**config.mk**
```make
export PLATFORM = sky130hd
export DESIGN_NAME = sccb_arbiter
export DESIGN_NICKNAME = d
export VERILOG_FILES = /design/src/rtl/sccb_arbiter.sv
export SDC_FILE = /design/constraint.sdc
export NUM_CORES = 1
export LEC_CHECK = 0
export ABC_AREA = 1
export CAP_MARGIN = 25
export CORE_MARGIN = 1.5
export CORE_UTILIZATION = 36
export DETAILED_ROUTE_END_ITERATION = 10
export GPL_TIMING_DRIVEN = 0
export PLACE_DENSITY = 0.74
export SLEW_MARGIN = 30
export SYNTH_ARGS = -nofsm -noshare
export SYNTH_HDL_FRONTEND = slang
export SYNTH_SLANG_ARGS = --single-unit
```
**constraint.sdc**
```tcl
create_clock -name clk_25M -period 1.35 [get_ports clk_25M]
set_input_delay 0.3375 -clock clk_25M [delete_from_list [all_inputs] [get_ports clk_25M]]
set_output_delay 0.3375 -clock clk_25M [all_outputs]
set_load 0.03 [all_outputs]
```
**src/rtl/sccb_arbiter.sv**
```systemverilog
// sccb_arbiter: round-robin arbiter sharing one SCCB write engine between two requesters.
// Define SCCB_ARB_TIMEOUT_EN to build the per-transaction watchdog (tout); otherwise tout is tied low.
module sccb_arbiter #(
    parameter logic [7:0]  DEV_ADDR  = 8'h42,
    parameter logic [23:0] TO_CYCLES = 24'd2_500_000
) (
    input  logic        clk_25M,
    input  logic        reset,
    input  logic [1:0]  req,
    input  logic [15:0] wdata0,
    input  logic [15:0] wdata1,
    output logic [1:0]  gnt,
    output logic [1:0]  done,
    output logic [1:0]  nack,
    output logic [1:0]  tout,
    output logic        busy,
    output logic        i2c_start,
    output logic [23:0] i2c_data,
    input  logic        i2c_tr_end,
    input  logic        i2c_ack
);

    typedef enum logic [1:0] {IDLE, ISSUE, WAIT_END, RELEASE} state_t;

    state_t      state, state_nxt;
    logic        tr_p0, tr_s;
    logic        ack_p0, ack_s;
    logic        last, last_nxt;
    logic        pick;
    logic        start_r, start_nxt;
    logic [1:0]  gnt_nxt;
    logic [23:0] data_nxt;
    logic        fin;
    logic        to_hit;

    // Engine flags come from the 20 kHz domain
    always_ff @(posedge clk_25M or negedge reset) begin
        if (!reset) begin
            tr_p0  <= 1'b0;
            tr_s   <= 1'b0;
            ack_p0 <= 1'b0;
            ack_s  <= 1'b0;
        end else begin
            tr_p0  <= i2c_tr_end;
            tr_s   <= tr_p0;
            ack_p0 <= i2c_ack;
            ack_s  <= ack_p0;
        end
    end

`ifdef SCCB_ARB_TIMEOUT_EN
    logic [23:0] to_cnt;

    always_ff @(posedge clk_25M or negedge reset) begin
        if (!reset) begin
            to_cnt <= 24'd0;
        end else if (state == IDLE && state_nxt == ISSUE) begin
            to_cnt <= 24'd0;
        end else if (state == WAIT_END || state == RELEASE) begin
            to_cnt <= to_cnt + 24'd1;
        end
    end

    assign to_hit = (state == WAIT_END || state == RELEASE) && (to_cnt == TO_CYCLES - 24'd1);
    assign tout   = to_hit ? gnt : 2'b00;
`else
    assign to_hit = 1'b0;
    assign tout   = 2'b00;
`endif

    // On a tie the requester not served last wins
    assign pick = (req == 2'b11) ? ~last : req[1];

    always_comb begin
        state_nxt = state;
        gnt_nxt   = gnt;
        data_nxt  = i2c_data;
        last_nxt  = last;
        start_nxt = start_r;
        fin       = 1'b0;
        case (state)
            IDLE: begin
                if (req != 2'b00) begin
                    state_nxt = ISSUE;
                    gnt_nxt   = pick ? 2'b10 : 2'b01;
                    data_nxt  = {DEV_ADDR, (pick ? wdata1 : wdata0)};
                    last_nxt  = pick;
                end
            end
            ISSUE: begin
                state_nxt = WAIT_END;
                start_nxt = 1'b1;
            end
            WAIT_END: begin
                if (tr_s) begin
                    state_nxt = RELEASE;
                    start_nxt = 1'b0;
                end
            end
            RELEASE: begin
                fin = !tr_s;
            end
            default: begin
                state_nxt = IDLE;
            end
        endcase
        if (fin || to_hit) begin
            state_nxt = IDLE;
            gnt_nxt   = 2'b00;
            start_nxt = 1'b0;
        end
    end

    always_ff @(posedge clk_25M or negedge reset) begin
        if (!reset) begin
            state    <= IDLE;
            gnt      <= 2'b00;
            i2c_data <= 24'h0;
            last     <= 1'b1;
            start_r  <= 1'b0;
        end else begin
            state    <= state_nxt;
            gnt      <= gnt_nxt;
            i2c_data <= data_nxt;
            last     <= last_nxt;
            start_r  <= start_nxt;
        end
    end

    // Completion flags are qualified by the live grant so they only reach the owner
    assign done      = (fin || to_hit) ? gnt : 2'b00;
    assign nack      = (fin && !to_hit && ack_s) ? gnt : 2'b00;
    assign i2c_start = start_r & ~to_hit;
    assign busy      = (state != IDLE);

endmodule

```
==> out/metrics.csv, run 1 <==
metric,value,unit
outcome,"finished, violations left",
violations,setup timing,
crit_path_max_incr_delay,0.43,ns
grt_pass1_vias,1298,
clock_latency,0.27,ns
grt_max_degree,28,
syn_avg_cell_area,9.17,um^2
drv_cap,0,
tightest_slew,0.593,ns
drc_errors,0,
met1Wirelength,1.42,mm
root_buffer,clkbuf_8,
synth_cells,161,
design_power_total,0.00472,W
routed-wl-met2,1.68,mm
initial_core_util,37.2,%
path_class,reg -> out,
synth.top_cell.area_share,44.1,%
io_buffer_count,62,
ys_seq_elements,27,
yosysTopAreaCell,dfrtp_1,
viasPerCell,4.58,
layout-drive-gt1-share,32.6,%
die_x,67.0,um
crit_arrival,1.23,ns
place.gp.congestion,0.718,
ant_nets,0,
area_growth,55.6,%
ir_drop,0.779,mV
dieArea,0.00449,mm^2
layout_common_cells,"clkdlybuf4s50_1 (35), nand2_1 (29), dfrtp_1 (25)",
grt_pass1_wl,5.64,mm
path_clk_slew,0.09,ns
htree_levels,1,
cp.required,1.01,ns
yosysWarnings,0,
p_per_area,2050,mW/mm^2
rsz0062_at_grt,yes,
startpoint_type,flop,
critPathBufInv,3,
netlist-cell-type-count,21,
cts-buffers-inserted,3,
setup_viol,17,
wire_per_inst,11.8,um
clock_path_buffers,2,
first_pass_iters,4,
met3_length,227,um
wirelength,3.38,mm
timing.clock.skew,0.00537,ns
slew_viol_final,0,
timing.final.ws_setup,-0.213,ns
end_kind,primary output,
crit_family,flip-flops,
period_share,116,%
ys_top_cells_by_area,"dfrtp_1 (44%), a31oi_2 (8.5%), nand3_1 (7.8%), nand2_1 (7.6%), nor2_1 (5.6%)",
grt.total_usage,16.7,%
critPathMaxFanout,4,
clock-sinks,27,
ys_seq_area_share,45.8,%
p_leak,1.04,nW
die_h,67.0,um
max_slew_margin,60.5,%
antenna_found_initial,0,
hold_path.class,in -> async,
cts-hold-fix-buffers,0,
rows,23,
netlist_area,0.00148,mm^2
io_pins,72,
dr.max_layer_used,met4,
period_needed,1.56,ns
layout_commonest_cell,clkdlybuf4s50_1,
vias,1311,
fin_cells,286,
clock.fmax,0.640,GHz
post-dp-hpwl,2.52,mm
crit_slowest_cell,dfrtp_1,
grt_overflow_total,0,
final_nets,280,
crit_chain,inv_1 -> ha_4 -> inv_4 -> buf_4,
n_antenna_cell,0,
core-area,0.00397,mm^2
hold_viol_final,0,
place_inst,280,
tritoncts,yes,
first_iter_violations,52,
-- area by class of cell --
type / count / area [um^2]
Buffer: 16 / 134
Inverter: 11 / 43.8
Timing Repair Buffer: 64 / 603
Tap cell: 50 / 62.6
Multi-Input combinational cell: 114 / 729
Fill cell: 375 / 1670
Clock buffer: 3 / 41.3
Clock inverter: 1 / 5.00
Sequential cell: 27 / 678
-- worst reg2reg max path, delay by kind of cell (launching register included) --
kind | cells | cell delay, ns
buffers and inverters | 3 | 0.35
and+or+nand+nor | 2 | 0.21
AOI/OAI and AO/OA | 1 | 0.14
DFF | 1 | 0.43
adders and majority gates | 1 | 0.18
-- cell families after synthesis --
group | after synthesis | synth area share, %
AOI/OAI and AO/OA | 19 | 12.0
and+or+nand+nor | 82 | 25.8
buffers and inverters | 27 | 11.9
other | 1 | 0.254
DFF | 27 | 45.8
adders and majority gates | 5 | 4.24
-- power by group --
part	total [W]	leakage [nW]	internal, W	switching, W
Clock	0.000450	0.0255	0.000207	0.000244
Sequential	0.00138	0.303	0.00117	0.000213
Combinational	0.00288	0.707	0.00114	0.00175
-- stage by stage --
stage	util [%]	hold slack, ns	setup TNS, ns	cell area (um^2)	setup WS (ns)
2_1_floorplan	-	0.0419	-0.0169	1550	-0.0169
3_3_place_gp	56.1	0.333	-19.16	2230	-0.560
3_5_place_dp	56.0	0.337	-7.25	2220	-0.590
4_1_cts	58.7	0.0811	-1.60	2330	-0.238
5_1_grt	57.8	0.110	-3.15	2300	-0.288
6_report	57.8	0.0642	-1.11	2300	-0.213
-- registers in the layout, summed over array words and instances, names as in the netlist --
signal,count
tr_p0,1
i2c_data,17
state,2
ack_p0,1
i2c_start,1
ack_s,1
tr_s,1
last,1
gnt,2
-- synthesized netlist by cell type, drive strengths merged --
library cell,n
nand2,32
ha,5
conb,1
a31oi,16
o21ai,1
dfrtp,26
dfstp,1
buf,16
nand3,23
inv,11
a21oi,2
nor2,24
nor3,2
or2,1
-- metal layers --
layer | vias up | global-route usage, %
met5 | - | 0
met2 | 47 | 30.3
met3 | 6 | 3.04
met4 | 0 | 6.12
met1 | 591 | 19.2
li1 | 667 | -
-- timing repair --
action                                 4_1_cts  5_1_grt
setup endpoints to repair                   42       32
setup buffers                                2        0
pin swaps                                    2        2
gates resized for setup                     97       10
endpoints found under the hold margin        0        0
-- path summary, 6_finish.rpt --
path,from,end,slack (ns),cells past startpoint
worst min register to register,ack_p0$_DFF_PN0_,ack_s$_DFF_PN0_,0.36,0
worst max-delay path,state[0]$_DFFE_PN0P_,busy,-0.21,4
max in group asynchronous,reset,state[1]$_DFFE_PN0P_,0.87,1
worst max register to register,state[0]$_DFFE_PN0P_,i2c_data[6]$_DFFE_PN0P_,-0.03,7
min in group clk_25M,ack_p0$_DFF_PN0_,ack_s$_DFF_PN0_,0.36,0
worst min-delay path,reset,i2c_data[12]$_DFFE_PN0P_,0.06,1
Power figures use the tool's default switching activity.
==> run 2, diff against run 1 <==
--- a/constraint.sdc
+++ b/constraint.sdc
@@ -3,2 +3,2 @@
 set_output_delay 0.3375 -clock clk_25M [all_outputs]
-set_load 0.03 [all_outputs]
+set_load 0.05 [all_outputs]
==> run 2 against run 1 <==
Compared with the run above:
- the flow still finishes with violations (setup timing)
- clock power is 3% higher
- largest power group unchanged
- flip-flop and latch count stayed put
- fmax is 2.1% lower
- highest routed layer unchanged
==> out/metrics.csv, run 2 (same netlist as run 1, synthesis figures left out) <==
metric,value,unit,change
max_slew_margin,61.0,%,+0.52 points
startpoint_type,flop,,
drv_cap,0,,unchanged
ant_nets,0,,unchanged
hold_path.class,in -> async,,
design_power_total,0.00512,W,+8.5%
crit_chain,ha_4 -> nand2_8 -> nor3_4 -> buf_6,,
grt_max_degree,28,,unchanged
layout_commonest_cell,clkdlybuf4s50_1,,
clock.fmax,0.626,GHz,-2.1%
largest_reg_flops,17,,unchanged
reg_top3,"i2c_data: 17 flops, gnt: 2 flops, state: 2 flops",,
die_x,67.0,um,unchanged
p_per_area,2280,mW/mm^2,+11%
crit_family,flip-flops,,
io_buffer_count,62,,unchanged
initial_core_util,37.2,%,unchanged
timing.clock.skew,0.00644,ns,+0.00107 ns
critPathBufInv,1,,-2
whs,0.0511,ns,-0.0130 ns
area_growth,52.0,%,
tritoncts,yes,,
grt_overflow_total,0,,unchanged
core-area,0.00397,mm^2,unchanged
rsz0062_at_grt,yes,,
grt_pass1_wl,5.54,mm,-1.8%
top_register,i2c_data,,
antenna_found_initial,0,,unchanged
grt_pass1_vias,1284,,-1.1%
clock_latency,0.27,ns,about the same
viasPerCell,4.67,,+1.8%
period_share,118,%,+2.5 points
path_class,reg -> out,,
root_buffer,clkbuf_8,,
crit_slowest_cell,dfrtp_1,,
first_iter_violations,46,,-12%
grt.total_usage,16.1,%,-0.54 points
dp_slack,-0.705,ns,-0.115 ns
n_antenna_cell,0,,unchanged
hold_viol_final,0,,unchanged
end_kind,primary output,,
fin_cells,286,,unchanged
fillers,380,,+1.3%
crit_path_max_incr_delay,0.42,ns,about the same
final_nets,280,,unchanged
tightest_slew,0.585,ns,-0.00775 ns
htree_levels,1,,unchanged
slew_viol_final,0,,unchanged
post-dp-hpwl,2.51,mm,-0.29%
setup_viol,19,,+2
rows,23,,unchanged
first_pass_iters,4,,unchanged
die_h,67.0,um,unchanged
outcome,"finished, violations left",,
wire_per_inst,11.6,um,-2.0%
cts-buffers-inserted,3,,unchanged
layout-drive-gt1-share,34.3,%,+1.7 points
crit_arrival,1.26,ns,+0.03 ns
place_inst,280,,unchanged
vias,1335,,+1.8%
period_needed,1.60,ns,+0.0343 ns
clock_path_buffers,2,,unchanged
dieArea,0.00449,mm^2,unchanged
timing.final.ws_setup,-0.247,ns,-0.0343 ns
ir_drop,0.952,mV,+22%
violations,setup timing,,
io_pins,72,,unchanged
cp.required,1.01,ns,about the same
critPathMaxFanout,5,,+1
path_clk_slew,0.10,ns,about the same
clock-sinks,27,,unchanged
wirelength,3.32,mm,-2.0%
layout_common_cells,"clkdlybuf4s50_1 (35), nand2_1 (29), buf_2 (23), dfrtp_1 (23), nand3_1 (22)",,
place.gp.congestion,0.839,,+17%
p_leak,1.02,nW,-1.3%
r2r_slack,-0.06,ns,-0.03 ns
drc_errors,0,,unchanged
-- run 2: cell count changes in the layout (fill, tap and decap cells not counted) --
cell,delta
buf_8,+1
dfrtp_2,+2
inv_2,+1
nand3_1,-1
clkdlybuf4s15_2,-12
nor2_2,-1
clkbuf_2,-8
inv_1,-1
buf_2,+19
dfrtp_1,-2
nand3_2,+1
nor2_4,+1
-- run 2: layer usage --
metal	vias up	routed length, um	global-route usage [%]
met1	615	1300	18.9
met5	-	0	0
met3	6	215	2.36
li1	663	-	-
met4	0	61	6.89
met2	51	1740	28.8
-- run 2: power by group --
part	switching, W	internal, W	total (W)
clock	0.000256	0.000207	0.000463
combinational	0.00223	0.00105	0.00329
sequential	0.000196	0.00117	0.00137
total	0.00269	0.00243	0.00512
-- run 2: path summary, 6_finish.rpt --
check / startpoint / end / cells after the start
max: state[0]$_DFFE_PN0P_ / nack[1] / 4
min: reset / i2c_data[3]$_DFFE_PN0P_ / 1
max reg2reg: state[1]$_DFFE_PN0P_ / i2c_data[5]$_DFFE_PN0P_ / 7
min reg2reg: tr_p0$_DFF_PN0_ / tr_s$_DFF_PN0_ / 0
max in group asynchronous: reset / gnt[0]$_DFFE_PN0P_ / 1
min in group clk_25M: tr_p0$_DFF_PN0_ / tr_s$_DFF_PN0_ / 0
-- run 2: layout make-up --
type	instances	area, um^2	area share (%)
Buffer	16	134	5.96
Clock buffer	3	41.3	1.84
Clock inverter	1	5.00	0.223
Inverter	11	43.8	1.95
Multi-Input combinational cell	114	739	32.9
Sequential cell	27	681	30.3
Tap cell	50	62.6	2.79
Timing Repair Buffer	64	538	24.0
-- run 2: timing repair --
action	in CTS	in global routing
endpoints found under the setup margin	42	37
endpoints found under the hold margin	0	0
buffers inserted	2	0
hold buffers	0	0
resized for setup	120	29
pin swaps	1	3
-- run 2: metrics by stage --
stage | instance area [um^2] | util, % | TNS [ns]
global placement | 2250 | 56.7 | -22.59
CTS | 2300 | 57.8 | -2.02
detailed placement | 2250 | 56.6 | -10.65
finish | 2240 | 56.5 | -1.63
global route | 2240 | 56.5 | -4.06
floorplan | 1570 | - | -0.239
==> run 3, diff against run 2 <==
Settings changed: CORE_UTILIZATION 36 to 43, PLACE_DENSITY 0.74 to 0.83.
Clock period 1.35 ns to 1.95 ns, I/O delays scaled along.
==> run 3 against run 2 <==
Compared with the run above:
- the flow now finishes without violations
- total power fell by 33%
- flip-flop and latch count unchanged
- wire length rose by 4.1%
- critical path type unchanged
- highest routed layer unchanged
==> out/metrics.csv, run 3 (same netlist as run 1, synthesis figures left out) <==
metric,value,unit,change
first_iter_violations,78,,+70%
crit_path_max_incr_delay,0.42,ns,about the same
clock_latency,0.32,ns,+0.05 ns
layout_commonest_cell,clkdlybuf4s50_1,,
reg_top3,"i2c_data: 17 flops, gnt: 2 flops, state: 2 flops",,
dr.max_layer_used,met4,,
hold_viol_final,0,,unchanged
slew_viol_final,0,,unchanged
largest_reg_flops,17,,unchanged
setup_viol,0,,-19
crit_slowest_cell,dfrtp_1,,
root_buffer,clkbuf_4,,
period_needed,1.92,ns,
max_slew_margin,60.5,%,-0.52 points
n_antenna_cell,0,,unchanged
antenna_found_initial,0,,unchanged
fin_cells,282,,-1.4%
layout_common_cells,"clkdlybuf4s50_1 (35), nand2_1 (29), dfrtp_1 (26)",,
timing.clock.skew,0.0115,ns,+0.00501 ns
cts-hold-fix-buffers,0,,unchanged
crit_chain,ha_2 -> nand2_4 -> nor3_4 -> buf_6,,
fin_area,0.00222,mm^2,-1.0%
path_clk_slew,0.15,ns,+0.05 ns
path_class,reg -> out,,
hold_path.class,in -> async,,
grt_max_degree,28,,unchanged
clock-sinks,27,,unchanged
grt_pass1_wl,5.25,mm,-5.2%
critPathMaxFanout,9,,+4
whs,0.146,ns,+0.0945 ns
clock.fmax,0.521,GHz,
routed-wl-met2,1.74,mm,-0.11%
vias,1363,,+2.1%
r2r_slack,0.46,ns,+0.52 ns
ant_nets,0,,unchanged
die_x,61.6,um,-8.1%
post-dp-hpwl,2.51,mm,-0.30%
grt_pass1_vias,1205,,-6.2%
grt.total_usage,18.7,%,+2.6 points
place.gp.congestion,0.754,,-10%
dieArea,0.00379,mm^2,-16%
place_inst,276,,-1.4%
tightest_slew,0.593,ns,+0.00775 ns
period_share,98.3,%,
cp.required,1.46,ns,+0.45 ns
wire_per_inst,12.2,um,+5.5%
end_kind,primary output,,
p_leak,1.03,nW,+1.2%
crit_arrival,1.43,ns,+0.17 ns
ir_drop,0.633,mV,-34%
startpoint_type,flop,,
drc_errors,0,,unchanged
top_register,i2c_data,,
die_h,61.6,um,-8.1%
tritoncts,yes,,
grt_overflow_total,0,,unchanged
drv_cap,0,,unchanged
placed_area,0.00219,mm^2,-2.7%
clock_path_buffers,2,,unchanged
io_buffer_count,62,,unchanged
outcome,"complete, no violations",,
met3_length,203,um,-5.6%
viasPerCell,4.83,,+3.5%
p_per_area,1540,mW/mm^2,-33%
initial_core_util,44.6,%,+7.4 points
layout-drive-gt1-share,20.3,%,-14 points
fillers,299,,-21%
first_pass_iters,4,,unchanged
wirelength,3.45,mm,+4.1%
cts-buffers-inserted,3,,unchanged
core-area,0.00331,mm^2,-17%
htree_levels,1,,unchanged
rows,21,,-8.7%
final_nets,280,,unchanged
met1Wirelength,1.41,mm,+8.9%
area_growth,50.5,%,
io_pins,72,,unchanged
## run 3: changes by cell type in the layout (fill, tap and decap cells not counted), sizes merged
cell,delta
clkinv,-1
clkbuf,+1
buf,-21
dlygate4sd2,+21
## run 3: path summary, 6_finish.rpt
path                                           start                       end  depth (start not counted)
worst max register to register  state[1]$_DFFE_PN0P_  i2c_data[12]$_DFFE_PN0P_                          7
worst max-delay path            state[0]$_DFFE_PN0P_                   nack[0]                          4
worst min-delay path                           reset          ack_p0$_DFF_PN0_                          1
max in group asynchronous                      reset   i2c_data[9]$_DFFE_PN0P_                          1
min in group clk_25M                 tr_p0$_DFF_PN0_            tr_s$_DFF_PN0_                          0
worst min register to register       tr_p0$_DFF_PN0_            tr_s$_DFF_PN0_                          0
## run 3: where the power goes
group | switching, W | internal, W | total, W
sequential | 0.000128 | 0.000806 | 0.000934
combinational | 0.00152 | 0.000723 | 0.00224
clock | 0.000161 | 0.0000798 | 0.000241
total | 0.00181 | 0.00161 | 0.00342
## run 3: timing repair
item,CTS,global route
setup buffers,1,1
resized for setup,52,7
endpoints found under the setup margin,26,5
hold endpoints to repair,0,0
## run 3: layout make-up
type | instances | area (um^2) | area share (%)
Inverter | 11 | 41.3 | 1.86
Sequential cell | 27 | 677 | 30.5
Timing Repair Buffer | 64 | 603 | 27.1
Clock buffer | 4 | 26.3 | 1.18
Tap cell | 46 | 57.6 | 2.59
Buffer | 16 | 134 | 6.02
Multi-Input combinational cell | 114 | 683 | 30.7
## run 3: stage by stage
step,setup slack (ns),util [%],TNS (ns),power (W)
6_report,0.0324,67.1,0,0.00342
5_1_grt,-0.0561,67.1,-0.115,0.00366
4_1_cts,0.00796,65.9,0,0.00339
3_5_place_dp,-0.334,66.0,-1.47,0.00328
3_3_place_gp,-0.305,66.2,-1.69,0.00323
2_1_floorplan,0.0250,-,0,0.00257
## run 3: worst max-delay path, delay by kind of cell, from the launching register on
kind	cells	cell delay, ns
fa+ha+maj	1	0.23
flops	1	0.42
buf+inv	1	0.18
simple gates	2	0.27
## run 3: routing by layer
metal  vias up  track usage (%)
li1        668                -
met2        52             33.4
met1       635             22.6
met3         8             3.36
met5         -                0
met4         0             6.38
